--- src/rtl/mem_arbiter.sv ---
// Two-requester round-robin arbiter in front of a 4-byte memory.
// Every output comes straight from a flop.
module mem_arbiter #(
  parameter int STORE_CYCLES = 1
) (
  input  logic       clk,
  input  logic       reset,
  input  logic       a_req,
  input  logic       a_we,
  input  logic [1:0] a_addr,
  input  logic [7:0] a_wdata,
  output logic       a_ack,
  input  logic       b_req,
  input  logic       b_we,
  input  logic [1:0] b_addr,
  input  logic [7:0] b_wdata,
  output logic       b_ack,
  output logic [7:0] rdata,
  output logic [1:0] mem_addr,
  output logic [7:0] mem_data,
  output logic       mem_store,
  input  logic [7:0] mem_q,
  output logic       busy,
  output logic       owner
);

  typedef enum logic [2:0] {
    S_IDLE,
    S_SETUP,
    S_WRITE,
    S_READ,
    S_DONE
  } state_t;

  localparam logic [3:0] LAST_CNT = 4'(STORE_CYCLES - 1);

  state_t     r_state;
  state_t     w_nxt;
  logic       r_we;
  logic       r_last;
  logic [3:0] r_cnt;

  logic w_grant;
  logic w_pick_b;
  logic w_load;
  logic w_store_end;
  logic w_busy_d;
  logic w_store_d;
  logic w_aack_d;
  logic w_back_d;

  assign w_grant     = a_req | b_req;
  // r_last = 1 means B was granted last, so A wins a tie
  assign w_pick_b    = b_req & (~a_req | ~r_last);
  assign w_load      = (r_state == S_IDLE) & w_grant;
  assign w_store_end = (r_cnt == LAST_CNT);

  always_ff @(posedge clk or posedge reset) begin
    if (reset) begin
      r_state <= S_IDLE;
    end else begin
      r_state <= w_nxt;
    end
  end

  always_comb begin
    w_nxt = r_state;
    unique case (r_state)
      S_IDLE:  if (w_grant) w_nxt = S_SETUP;
      S_SETUP: w_nxt = r_we ? S_WRITE : S_READ;
      S_WRITE: if (w_store_end) w_nxt = S_DONE;
      S_READ:  w_nxt = S_DONE;
      S_DONE:  w_nxt = S_IDLE;
      default: w_nxt = S_IDLE;
    endcase
  end

  always_comb begin
    w_busy_d  = (w_nxt != S_IDLE);
    w_store_d = (w_nxt == S_WRITE);
    w_aack_d  = (w_nxt == S_DONE) & ~owner;
    w_back_d  = (w_nxt == S_DONE) & owner;
  end

  always_ff @(posedge clk or posedge reset) begin
    if (reset) begin
      busy      <= 1'b0;
      mem_store <= 1'b0;
      a_ack     <= 1'b0;
      b_ack     <= 1'b0;
    end else begin
      busy      <= w_busy_d;
      mem_store <= w_store_d;
      a_ack     <= w_aack_d;
      b_ack     <= w_back_d;
    end
  end

  always_ff @(posedge clk or posedge reset) begin
    if (reset) begin
      owner    <= 1'b0;
      r_we     <= 1'b0;
      r_last   <= 1'b1;
      r_cnt    <= 4'd0;
      mem_addr <= 2'd0;
      mem_data <= 8'd0;
      rdata    <= 8'd0;
    end else begin
      if (w_load) begin
        owner    <= w_pick_b;
        r_we     <= w_pick_b ? b_we : a_we;
        mem_addr <= w_pick_b ? b_addr : a_addr;
        mem_data <= w_pick_b ? b_wdata : a_wdata;
      end
      if (r_state == S_READ) begin
        rdata <= mem_q;
      end
      if (r_state == S_WRITE) begin
        r_cnt <= r_cnt + 4'd1;
      end else begin
        r_cnt <= 4'd0;
      end
      if (r_state == S_DONE) begin
        r_last <= owner;
      end
    end
  end

endmodule
--- config.mk ---
export PLATFORM = sky130hd
export DESIGN_NAME = mem_arbiter
export DESIGN_NICKNAME = d
export VERILOG_FILES = /design/src/rtl/mem_arbiter.sv
export SDC_FILE = /design/constraint.sdc
export NUM_CORES = 1
export LEC_CHECK = 0
export ABC_AREA = 1
export BUFFER_PORTS_ARGS = -buffer_cell sky130_fd_sc_hd__buf_2
export CAP_MARGIN = 20
export CORE_AREA = 2 2 57 59
export CTS_CLUSTER_DIAMETER = 80
export DETAILED_ROUTE_END_ITERATION = 6
export DIE_AREA = 0 0 59 61
export PLACE_DENSITY = 0.8
export SLEW_MARGIN = 10
export SYNTH_ARGS = -nofsm -noshare
export SYNTH_HDL_FRONTEND = slang
export SYNTH_SLANG_ARGS = --single-unit
export TNS_END_PERCENT = 10
--- constraint.sdc ---
create_clock -name clk -period 1.95 [get_ports clk]
set_input_delay 0.195 -clock clk [delete_from_list [all_inputs] [get_ports clk]]
set_output_delay 0.195 -clock clk [all_outputs]
set_load 0.01 [all_outputs]
---- Word level (Yosys, flattened, before mapping) ----
Index checks and enable logic that the tools add are counted.
storage, ports and cells
  bits of input ports ..................... 34
  bits in registers ....................... 32
  output and inout port bits .............. 23
  word-level logic and storage cells ...... 39
operators by class
  mux-type cells .......................... 8
  add/sub/neg operators ................... 1
  reduce and logical (&&, ||, !) cells .... 3
  bitwise gates (word level) .............. 9
  equal/unequal tests ..................... 6
operators by type and width
  operator                                             number
  one-hot mux 3 bit (4 select lines)                   1
  equality test 3 x 2 -> 1 bit, second input constant  3
  two-way mux 8 bit                                    1
  equality test 3 bit, second input constant           2
  two-way mux 3 bit                                    2
  adder 4 x 1 -> 4 bit, second input constant          1
  AND 1 bit                                            4
  logical NOT 4 bit                                    1
  two-way mux 4 bit                                    1
  equality test 3 x 1 -> 1 bit, second input constant  1
  logical NOT 3 bit                                    1
  NOT 1 bit                                            3
  nonzero test 3 bit                                   1
  two-way mux 1 bit                                    2
  two-way mux 2 bit                                    1
  bitwise OR 1 bit                                     2

---- Longest topological paths before layout ----
Gate-level depths: netlist of the first run.
  word-level depth ........................ 5
  mapped depth ............................ 7
  depth with buffers taken out ............ 6

---- Least setup slack after synthesis of the first run ----
OpenSTA, ideal clock, no wires.
  path type ............................... flip-flop to flip-flop
  start point ............................. register r_cnt[0]
  end point ............................... register a_ack
  buffers on the path ..................... 0
  setup slack ............................. 0.845 ns
  required time ........................... 1.821 ns
  clock period less this slack ............ 1.105 ns
  stages on the path, launching flop included .. 7
  arrival time ............................ 0.976 ns
  setup time .............................. 0.129 ns
  cell sequence ........................... dfrtp_1 > inv_1 > ha_1 > nand2_1 > nor2_1 > o21ai_0 > nor2_1
on the way
  cells in the longest elaborated chain, start to end .. 5
RTL lines
  what                                RTL line  source
  from (decl)                         41        logic [3:0] r_cnt;
  from (signal assigned)              119       r_cnt <= r_cnt + 4'd1;
  logical NOT 4 bit                   56        assign w_store_end = (r_cnt == LAST_CNT);
  two-way mux 3 bit                   71        S_WRITE: if (w_store_end) w_nxt = S_DONE;
  one-hot mux 3 bit (4 select lines)  68        unique case (r_state)
  equality test 3 bit                 81        w_aack_d = (w_nxt == S_DONE) & ~owner;
  AND 1 bit                           81
  named net w_aack_d                  49        logic w_aack_d;
  to (signal assigned)                94        a_ack <= w_aack_d;
  to (decl)                           12        output logic a_ack,
The timed path passes the listed nets, and every way through them passes these cells.
A chain may end at the register's enable or synchronous reset.

---- Final worst setup path of the first run ----
  start point ............................. register r_last
  end point ............................... register r_we
on the way
  cells in the longest elaborated chain, start to end .. 4
RTL lines
  what                    RTL line  source
  from (decl)             40        logic r_last;
  from (signal assigned)  124       r_last <= owner;
  NOT 1 bit               54        assign w_pick_b = b_req & (~a_req | ~r_last);
  bitwise OR 1 bit        54
  AND 1 bit               54
  two-way mux 1 bit       111       r_we <= w_pick_b ? b_we : a_we;
  to (signal assigned)    111
  to (decl)               39        logic r_we;
Every way passes these cells.

==> results of run 1 <==
-- state kept, by name, summed over array words and instances, names as in the netlist --
signal / flops
mem_data: 8
rdata: 8
r_cnt: 4
r_state: 3
mem_addr: 2
a_ack: 1
b_ack: 1
busy: 1
mem_store: 1
owner: 1
r_last: 1
r_we: 1
-- what timing repair did --
action | CTS | global route
hold buffers | 1 | 0
endpoints found under the hold margin | 16 | 0
gates resized for setup | 0 | 0
-- routing by layer --
metal  global-route usage, %  up-vias  part of all wire (%)
li1                        -      673                     -
met1                    24.3      553                    48
met2                    31.4       57                    44
met3                    4.26        5                   7.0
met4                    6.17        0                   1.0
met5                       0        -                     0
-- critical path: cells and delay by family (launching register included) --
kind,cells,cell delay [ps]
flip-flops,1,540
AND/OR/NAND/NOR,6,880
-- cell families (layout without fill, tap and decap cells) --
logic type      after synthesis  in the layout  share of synthesized area, %
compound gates                8              8                          2.87
xor+xnor                      1              1                         0.608
fa+ha+maj                     2              2                          1.74
buf+inv                      24             86                          7.21
flops                        32             32                          55.7
simple gates                113            113                          31.9
-- final timing paths --
check	from	to	slack, ps	depth (start not counted)
min reg2reg	rdata[2]$_DFFE_PP0N_	rdata[2]$_DFFE_PP0N_	470	2
min	mem_q[7]	rdata[7]$_DFFE_PP0N_	120	3
min in group asynchronous	reset	mem_data[2]$_DFFE_PP0P_	520	3
max in group asynchronous	reset	busy$_DFF_PP0_	860	4
max reg2reg	r_last$_DFFE_PP1N_	r_we$_DFFE_PP0P_	470	6
max	r_last$_DFFE_PP1N_	r_we$_DFFE_PP0P_	470	6
-- power groups by stage --
stage | clock [mW] | sequential [mW] | combinational [mW]
2_1_floorplan | 0 | 1.20 | 0.586
3_3_place_gp | 0 | 1.09 | 1.03
3_5_place_dp | 0 | 1.10 | 1.05
4_1_cts | 0.399 | 1.09 | 1.06
5_1_grt | 0.424 | 1.13 | 1.21
6_report | 0.379 | 1.09 | 1.04
-- layout by cell type (no fill, tap or decap) --
cell and count:
sky130_fd_sc_hd__a21oi_1 2, sky130_fd_sc_hd__buf_4 3, sky130_fd_sc_hd__o21ai_0 5, sky130_fd_sc_hd__nand3_1 21, sky130_fd_sc_hd__clkbuf_8 1, sky130_fd_sc_hd__dfrtp_1 31
sky130_fd_sc_hd__dlygate4sd3_1 1, sky130_fd_sc_hd__ha_1 2, sky130_fd_sc_hd__xnor2_1 1, sky130_fd_sc_hd__nand3_2 1, sky130_fd_sc_hd__nand2_1 81, sky130_fd_sc_hd__dfstp_2 1
sky130_fd_sc_hd__nor2_1 9, sky130_fd_sc_hd__inv_1 16, sky130_fd_sc_hd__clkbuf_1 2, sky130_fd_sc_hd__inv_2 2, sky130_fd_sc_hd__nor2_2 1, sky130_fd_sc_hd__buf_2 56
sky130_fd_sc_hd__a31oi_1 1, sky130_fd_sc_hd__clkbuf_4 5
-- metrics by stage --
step                setup WS [ps]  hold slack (ps)  cell area, µm²  cells  utilization, %
floorplan                     845              310            1440    180               -
global placement              558              334            1750    266            59.2
detailed placement            507              353            1750    266            59.2
CTS                           481              107            1820    275            61.5
global route                  265              105            1820    275            61.5
finish                        472              118            1820    275            61.5
-- cell type report --
| type | instances | area, µm² |
|---|---|---|
| clock buffer | 8 | 58.8 |
| multi-input combinational | 124 | 534 |
| fill | 261 | 1140 |
| tap | 33 | 41.3 |
| sequential | 32 | 802 |
| timing repair buffer | 60 | 313 |
| inverter | 18 | 67.6 |
==> flow_results.org, run 1 <==
** Clocking
- Number of levels the H-tree was split into :: 2
- Maximum root-to-sink buffer count :: 2
- For this design, the sink count on the clock tree is 32.
- CTS tree :: done
- Number of buffers created by CTS :: 5
- Setup Buffers After CTS :: 0
- The later pin in the worst-skew pair is clocked with a latency of approximately 310 ps.
- Root Buffer Master :: sky130_fd_sc_hd__clkbuf_4
- Clock-pin slew was measured on the worst setup and hold paths at approximately 90 ps.

** Timing
- Final setup vio count :: 0
- Headroom to the max-slew limit came out at a little over half.
- The routed design could run at a clock period as short as around 1500 ps.
- At the pin with the least slew margin, the transition time is 681 ps.
- Final Cycle Share :: between 70% and 80%
- Setup repair after global routing left no endpoint under its margin.
- Final-report hold violation count :: 0
- Based on the critical path, the design can be clocked at up to around 680 MHz.
- Summed over all failing endpoints, the final setup total negative slack is 0 ps.
- Clock tree skew after final layout :: between 5 and 6 ps
- The max-slew violation total from the final report is 0.

** Synthesis
- After synthesis, the largest area contributor takes up 53.9% of total cell area.
- Synthesized netlist cell count :: 180
- Counting flops and latches in the post-synthesis netlist gives 32.
- Of all cell types, the one taking the most synthesized area is sky130_fd_sc_hd__dfrtp_1.
- Top post-synthesis cells by count :: 81 x sky130_fd_sc_hd__nand2_1, 31 x sky130_fd_sc_hd__dfrtp_1, 21 x sky130_fd_sc_hd__nand3_1
- Synthesis instantiated 16 different standard cells from the library.
- The synthesized netlist occupies a cell area of 1440 µm².
- Sequential elements use a little under three fifths of the synthesized area.
- Most common cell in the synthesized netlist :: sky130_fd_sc_hd__nand2_1
- In the synthesized netlist the dominant register cell turns out to be sky130_fd_sc_hd__dfrtp_1.
- After synthesis, the cell types taking the most area are sky130_fd_sc_hd__dfrtp_1 54%, sky130_fd_sc_hd__nand2_1 21%, sky130_fd_sc_hd__nand3_1 7.3%, sky130_fd_sc_hd__inv_1 4.2%, sky130_fd_sc_hd__nor2_1 2.3%.
- The Yosys step of the flow raised 0 warnings.
- Yosys mapped a number of flops with a built-in enable equal to 0.
- In the synthesized netlist the async set-or-reset flop fraction comes to 100%.
- Post-synthesis net count :: roughly 220
- Synthesized area per cell :: roughly 8 µm²

** Power
- Pwr dens :: around 1400 nW/µm²
- The worst-case IR drop observed on VDD is about 0.56 mV.
- In this run the static leakage power is 1.10 nW.
- Per report_power, the combinational group accounts for about two fifths of the total.
- Clock power share :: between 10% and 20%
- Switching component of the power :: 0.998 mW
- Of the total power, registers draw 43.3%.
- Internal power comes to 1.51 mW.
- Switching portion of total power :: between 30% and 40%
- The completed layout was analyzed and its total power is between 2 and 3 mW.

** Floorplanning
- The total area inside the core boundary comes to roughly 3000 µm².
- Count of boundary I/O pins :: 57
- The floorplan step defined a die boundary enclosing 3600 µm².
- Chip height :: 61 µm
- The initial utilization of the core area, before any placement, comes to between 40% and 50%.
- Width of the chip :: between 50 and 60 µm
- The floorplan has 20 rows.

** Placement
- The count of buffers added on input and output ports is 56.
- Post-detailed-placement half-perimeter wirelength :: around 2.2 mm
- Routability Congestion :: 0.777

** Global route
- The number of global-route vias before repair came to 1234.
- Entering global routing, the biggest net connects 20 pins.
- Wire length of the first global-routing pass :: 5.15 mm
- Across every metal layer, demand over resource in global routing totals 18.8%.
- Total congestion overflow :: 0
- The number of antenna violations at the first check in global routing was 0.

** Setup path
- The worst setup path is captured at a flip-flop.
- The worst setup path is of the reg -> reg kind.
- STA puts the critical path data arrival time at around 1700 ps.
- Required time worst endpoint :: 2210 ps
- For this run, the slowest stage of the critical path takes 540 ps.
- Startpoint class of the critical path :: flip-flop
- Crit-path most repeated cell :: sky130_fd_sc_hd__nand2_1
- The slowest stage of the critical path belongs to the cell sky130_fd_sc_hd__dfstp_2.
- Along the worst path, the maximum fanout reaches 12.
- Critical path cell sequence :: nand2_1 > nand2_1 > nand2_1 > nand2_1 > nand2_1 > nand2_1

** Layout
- Ant. Diodes :: 0
- Of the cells placed in the final design, the portion with a size suffix greater than 1 is between 20 and 30%.
- From synthesis to final layout, the design area changed by 26.2%.
- At the end of the flow, the number of nets in the layout was between 200 and 300.

** Min path
- The path class of the tightest hold or removal check is in -> reg.

** Detailed routing
- Average vias per placed instance :: about 4.7
- First DRT Iteration DRCs :: 60
- Per-cell routed wire length :: between 10 and 15 µm
- Vias :: approximately 1300
- Wires add up to between 2 and 3 mm.
- DRT antenna net count :: 0
- For this run, the detailed router's first-pass iteration total came to 4.
- DRC violation count after routing :: 0

** Outcome
- The flow ran to the end, and the final reports show no timing, DRC or antenna violations.

** Run
- Max Cap Violations :: 0
No activity file was read; power rests on OpenSTA's default activity.
==> run 2: changes to the inputs <==
--- a/config.mk
+++ b/config.mk
@@ -8,11 +8,11 @@
 export ABC_AREA = 1
 export BUFFER_PORTS_ARGS = -buffer_cell sky130_fd_sc_hd__buf_2
 export CAP_MARGIN = 20
-export CORE_AREA = 2 2 57 59
+export CORE_AREA = 2 2 59 61
 export CTS_CLUSTER_DIAMETER = 80
 export DETAILED_ROUTE_END_ITERATION = 6
-export DIE_AREA = 0 0 59 61
-export PLACE_DENSITY = 0.8
+export DIE_AREA = 0 0 61 63
+export PLACE_DENSITY = 0.75
 export SLEW_MARGIN = 10
 export SYNTH_ARGS = -nofsm -noshare
 export SYNTH_HDL_FRONTEND = slang
==> constraint.sdc (replaced) <==
create_clock -name clk -period 1.5 [get_ports clk]
set_input_delay 0.15 -clock clk [delete_from_list [all_inputs] [get_ports clk]]
set_output_delay 0.15 -clock clk [all_outputs]
set_load 0.01 [all_outputs]
==> flow_results.org, run 2 (synthesized netlist as in run 1, its figures left out) <==
** Global route
- Entering global routing, the biggest net connects 22 pins.
- Wire length of the first global-routing pass :: ~5.1 mm
- Global-route usage over all layers :: between 10% and 20%
- Via count of the first global-routing pass :: ~1200
- Total congestion overflow :: 0
- The number of antenna violations at the first check in global routing was 0.

** Floorplanning
- Initial core utilization :: between 40% and 50%
- In this run the horizontal extent of the chip is between 60 and 70 µm.
- The initialized floorplan defines 21 standard-cell rows.
- The floorplan step set the die height to between 60 and 70 µm.
- Core region area :: between 3000 and 4000 µm²
- Die Footprint :: 3840 µm²
- Pin placement for this block handled 57 I/O pins.

** Clocking
- Clock latency at the later pin of the worst-skew pair :: about 320 ps
- CTS clock-pin slew for the worst setup and hold paths :: approximately 90 ps
- Counting along the longest clock path gives a buffer depth of 2.
- TritonCTS built the clock tree.
- PostCTS Resize Cnt :: 0
- The clock net in this run drives a total of 32 sinks.
- Root Buffer Master :: sky130_fd_sc_hd__clkbuf_4
- Number of buffers created by CTS :: 5
- Number of levels the H-tree was split into :: 2

** Timing
- Achievable Freq :: 805 MHz
- After layout, the minimum clock period comes to between 1000 and 1500 ps.
- For the pin with the worst max-slew slack, the measured transition is 498 ps.
- Unrepaired setup endpoints after global routing :: false
- Setup TNS :: 0 ps
- Rel. slew slack :: roughly two thirds
- Post-layout worst setup margin :: 258 ps
- Final Cycle Share :: 82.8%
- Max Transition Viols Final :: 0
- Between clock sinks in the finished design, the worst skew comes to roughly 5.3 ps.
- Final-report hold violation count :: 0
- Final setup vio count :: 0

** Min path
- Source of the worst hold timing path :: mem_q[7]
- In this run the worst hold path is classified as in -> reg.

** Placement
- Routability Congestion :: between 0.7 and 0.8
- Port buffering added 56 buffers.
- Worst slack after detailed placement :: 288 ps
- Counting tap cells, the placed design contains a total of around 280 instances.
- Summing all placed instances gives a cell area of around 1800 µm².
- Post-detailed-placement half-perimeter wirelength :: 2.31 mm

** Detailed routing
- The first TritonRoute pass finished after 4 iterations.
- In the routed design, unresolved DRC markers number 0.
- The first routing iteration left 26 violations.
- Wires add up to between 3 and 4 mm.
- After detailed routing, the average wire length per cell comes to 10.4 µm.
- Using the TritonRoute via totals, the vias-per-cell ratio works out to between 4 and 5.
- The final route contains around 1300 vias.
- In this run the remaining antenna-violating nets after routing total 0.

** Setup path
- Worst setup path start :: r_state[2]$_DFF_PP0_
- Register-to-register setup slack :: about 260 ps
- Reg2reg start :: r_state[2]$_DFF_PP0_
- Startpoint class of the critical path :: flip-flop
- Signal arrival time at the worst endpoint :: ~1500 ps
- In this run the worst path has a maximum fanout of 10.
- The worst setup path is captured at a flip-flop.
- Critical path start-end classification :: reg -> reg
- Required time worst endpoint :: 1710 ps

** Power
- Summed over all nets, the switching power comes to 1.30 mW.
- Relative contribution of combinational cells to total power :: a little over two fifths
- The internal portion of the total power is about 2 mW.
- Overall power consumption :: 3.30 mW
- Sequential share of power :: roughly 43%
- For this design the static power due to leakage is roughly 1.1 nW.
- IR analysis of the VDD net gives a maximum drop of around 0.75 mV.
- Switching portion of total power :: about two fifths
- For this design the ratio of total power to cell area is about 1800 nW/µm².
- The clock network is responsible for 15.0% of the overall power.

** Layout
- Final net count :: 279
- Non-filler instance count after layout :: between 200 and 300
- Compared with the post-synthesis result, the final layout area differs by 29.2%.
- The repair_antennas step left the layout with diodes totalling 0.
- Leading cell types in the layout, fill and taps excluded :: 81 x sky130_fd_sc_hd__nand2_1, 56 x sky130_fd_sc_hd__buf_2, 31 x sky130_fd_sc_hd__dfrtp_1
- Proportion of layout cells with a drive suffix above 1 :: between 20 and 30%
- Area of all placed cells without fillers :: 1860 µm²
- Biggest registers after layout :: mem_data (8), rdata (8), r_cnt (4)
- Leaving out fill and tap cells, the most frequent cell in the layout is sky130_fd_sc_hd__nand2_1.

** Outcome
- Outcome :: complete, no violations

** Run
- Max Cap Violations :: 0
[run 2: cell types whose count changed in the layout (fill, tap and decap cells not counted)]
cell / delta
sky130_fd_sc_hd__buf_12: +1
sky130_fd_sc_hd__buf_4: +1
[run 2: path summary, 6_finish.rpt]
kind / end / cells past startpoint
max: rdata[2]$_DFFE_PP0N_ / 6
max reg2reg: rdata[2]$_DFFE_PP0N_ / 6
min in group asynchronous: rdata[0]$_DFFE_PP0N_ / 3
max in group asynchronous: r_last$_DFFE_PP1N_ / 4
min: rdata[7]$_DFFE_PP0N_ / 3
min reg2reg: rdata[3]$_DFFE_PP0N_ / 2
[run 2: routing by layer]
metal  GRT usage [%]  up-vias  wire (µm)
met2            29.2       53       1400
li1                -      678          -
met1            20.7      594       1340
met3            6.42        4        235
met4            4.89        0         29
met5               0        -          0
[run 2: per-stage QoR]
| stage | hold WS [ps] | util, % |
|---|---|---|
| 2_1_floorplan | 265 | - |
| 3_3_place_gp | 187 | 55.4 |
| 3_5_place_dp | 201 | 55.4 |
| 4_1_cts | 39.8 | 57.6 |
| 5_1_grt | 42.7 | 57.6 |
| 6_report | 51.0 | 57.6 |
[run 2: power groups by stage]
| stage | registers [mW] | clock network (mW) | logic, mW |
|---|---|---|---|
| 2_1_floorplan | 1.56 | 0 | 0.762 |
| 3_3_place_gp | 1.42 | 0 | 1.38 |
| 3_5_place_dp | 1.42 | 0 | 1.41 |
| 4_1_cts | 1.41 | 0.516 | 1.41 |
| 5_1_grt | 1.46 | 0.573 | 1.59 |
| 6_report | 1.41 | 0.494 | 1.39 |
[run 2: layout make-up]
type                    count  area (µm²)
well taps                  46        57.6
clock buffers               8        58.8
fillers                   324        1370
repair buffers             62         340
flip-flops and latches     32         802
multi-input cells         124         534
inverters                  18        67.6
[run 2: worst max-delay path: stages, from the launching register on]
cell and delay (ps):
sky130_fd_sc_hd__dfrtp_1 410, sky130_fd_sc_hd__inv_1 110, sky130_fd_sc_hd__nand2_1 90, sky130_fd_sc_hd__inv_2 150, sky130_fd_sc_hd__nand2_1 220, sky130_fd_sc_hd__nand2_1 110, sky130_fd_sc_hd__nand2_1 50
[run 2: repair_timing]
action / 4_1_cts / 5_1_grt
hold buffers: 1 / 0
endpoints found under the setup margin: 0 / 0
buffers inserted: 0 / 0
hold endpoints to repair: 11 / 0
==> run 3: changes to the inputs <==
==> constraint.sdc (replaced) <==
create_clock -name clk -period 1.2 [get_ports clk]
set_input_delay 0.12 -clock clk [delete_from_list [all_inputs] [get_ports clk]]
set_output_delay 0.12 -clock clk [all_outputs]
set_load 0.01 [all_outputs]
==> flow_results.org, run 3 (synthesized netlist as in run 1, its figures left out) <==
** Outcome
- Outcome :: complete, no violations

** Layout
- In the layout the commonest cells are 79 x sky130_fd_sc_hd__nand2_1, 56 x sky130_fd_sc_hd__buf_2, 31 x sky130_fd_sc_hd__dfrtp_1.
- In the final layout, the share of cells above drive strength 1 is between 30% and 40%.
- Layout-stage area growth over the synthesis result :: 31.5%
- Final core utilization :: roughly three fifths
- Total area of sequential cells :: between 800 and 900 µm²
- Counting the fill cells in the layout gives roughly 330.
- Ant. Diodes :: 0
- Footprint of the multi-input gates :: around 540 µm²
- Biggest registers after layout :: mem_data (8), rdata (8), r_cnt (4)
- Most frequent standard cell in the layout excluding fill and tap cells :: sky130_fd_sc_hd__nand2_1
- The net count of the finished layout is 283.

** Timing
- Derived from the worst setup path, the maximum achievable clock frequency is between 800 and 900 MHz.
- Fin crit period :: roughly 1100 ps
- The worst pin sits at a relative slew slack of about three quarters.
- Unrepaired setup endpoints after global routing :: true
- The max-slew violation total from the final report was 0.
- Clock tree skew after final layout :: around 18 ps
- Final setup vio count :: 0
- Post-layout worst setup margin :: roughly 63 ps
- The final-report hold violation count was 0.
- The final critical path takes up between 90% and 100% of the cycle.
- Transition at the pin with the smallest max-transition slack :: around 400 ps

** Global route
- The first global-routing pass estimated around 5.4 mm of wire.
- Total congestion overflow :: 0
- Pin count of the biggest net entering global routing :: 33
- The number of antenna violations at the first check in global routing is 0.
- Via count of the first global-routing pass :: roughly 1300
- Global-route usage over all layers :: approximately a fifth

** Clocking
- TritonCTS built the clock tree.
- The clock passes through at most 2 buffers.
- Number of buffers created by CTS :: 5
- Clock latency at the later pin of the worst-skew pair :: 330 ps
- Clock Sink Count :: 32
- Once the clock tree was built, the setup fixing pass inserted 0 buffers.
- Clock-pin slew was measured on the worst setup and hold paths at ~80 ps.
- The H-tree generated during clock tree synthesis spans 2 levels.
- Root Buffer Master :: sky130_fd_sc_hd__clkbuf_4

** Setup path
- Critical Path Max Stage Delay :: 400 ps
- The worst setup path is launched from a flip-flop.
- STA classifies the critical path endpoint as a flip-flop.
- The worst setup path is of the reg -> reg kind.
- The most numerous cell type found on the critical path is sky130_fd_sc_hd__nand2_1.
- The signal on the critical path passes through inv_1 > nand2_1 > inv_2 > nand2_1 > nand2_1 > nand2_1.
- Data on the critical path is required at its endpoint by 1410 ps.
- The slowest stage of the critical path is the sky130_fd_sc_hd__dfrtp_1 cell.
- Along the worst path, the maximum fanout reaches 8.
- At the worst endpoint, the arrival time is 1350 ps.

** Power
- In this run the power density over the cells is 2220 nW/µm².
- Overall power consumption :: 4.20 mW
- Leak Pwr :: 1.13 nW
- IR analysis of the VDD net gives a maximum drop of 1.11 mV.

** Detailed routing
- After detailed routing, the average wire length per cell comes to ~11 µm.
- First DRT Iteration DRCs :: 40
- In this run the remaining antenna-violating nets after routing total 0.
- After detailed routing, the number of vias per cell comes to approximately 4.5.
- Across all layers, the routed design uses between 1000 and 1500 vias.
- DRC violation count after routing :: 0
- For this block, the routed nets add up to 3.13 mm of wire.
- For this run, the detailed router's first-pass iteration total came to 4.

** Run
- Max-cap violations in this run came to 0.

** Placement
- During placement, the flow inserted port buffers numbering 56.
- Routability Congestion :: between 0.7 and 0.8
- Worst slack after detailed placement :: 44.1 ps
- After legalization and detailed placement, the total HPWL measured approximately 2.3 mm.

** Floorplanning
- Total number of placement rows :: 21
- In this run the vertical extent of the chip is approximately 63 µm.
- In this run the standard cell core region covers around 3200 µm².
- Initial core utilization :: 44.6%
- Count of boundary I/O pins :: 57
- Width of the chip :: between 60 and 70 µm
- The die covers 3840 µm².

** Min path
- Type of the worst min-delay path :: in -> reg
run 3: cell count changes in the layout (fill, tap and decap cells not counted), sizes merged:
cell / before / now
clkinv: 0 / 1
buf: 61 / 65
clkbuf: 8 / 7
run 3: layer usage:
layer / global-route usage [%] / vias up / wire, µm
met2: 31.3 / 53 / 1530
met5: 0 / - / 0
met4: 5.71 / 0 / 38
li1: - / 687 / -
met1: 22.2 / 587 / 1360
met3: 6.42 / 4 / 202
run 3: report_power, final:
part	internal, mW	leakage [nW]	switching, mW	total, mW
logic	0.752	0.699	1.13	1.88
clock network	0.228	0.0293	0.334	0.562
registers	1.54	0.403	0.229	1.77
run 3: final cells by class:
type	instances	share of cell area, %
Tap cell	46	3.04
Multi-Input combinational cell	124	28.7
Clock buffer	7	2.38
Inverter	18	3.57
Clock inverter	1	0.264
Sequential cell	32	42.3
Timing Repair Buffer	66	19.7
run 3: path summary, 6_finish.rpt:
path / start / end / slack (ps) / depth (start not counted)
max: r_state[2]$_DFF_PP0_ / rdata[5]$_DFFE_PP0N_ / 60 / 6
min: mem_q[1] / rdata[1]$_DFFE_PP0N_ / 30 / 3
max reg2reg: r_state[2]$_DFF_PP0_ / rdata[5]$_DFFE_PP0N_ / 60 / 6
min reg2reg: r_state[2]$_DFF_PP0_ / busy$_DFF_PP0_ / 460 / 1
max in group asynchronous: reset / r_last$_DFFE_PP1N_ / 440 / 4
min in group asynchronous: reset / mem_data[3]$_DFFE_PP0P_ / 430 / 4
run 3: worst max-delay path: cells and delay by family, from the launching register on:
family,cells,cell delay [ps]
AND/OR/NAND/NOR,4,450
buffers and inverters,2,180
flip-flops,1,400
run 3: timing repair:
item / 4_1_cts / 5_1_grt
gates resized for setup: 1 / 6
pin swaps: 0 / 1
hold buffers: 1 / 0
endpoints found under the setup margin: 1 / 14
endpoints found under the hold margin: 31 / 0
run 3: metrics by stage:
| stage | TNS, ps | cell area (µm²) | cells | hold WS [ps] |
|---|---|---|---|---|
| after CTS | 0 | 1880 | 294 | 14.1 |
| after global routing | -72.7 | 1890 | 294 | 9.04 |
| final | 0 | 1890 | 294 | 28.3 |
| after detailed placement | 0 | 1820 | 285 | 233 |
| after floorplan | 0 | 1440 | 180 | 235 |
| after global placement | 0 | 1820 | 285 | 217 |
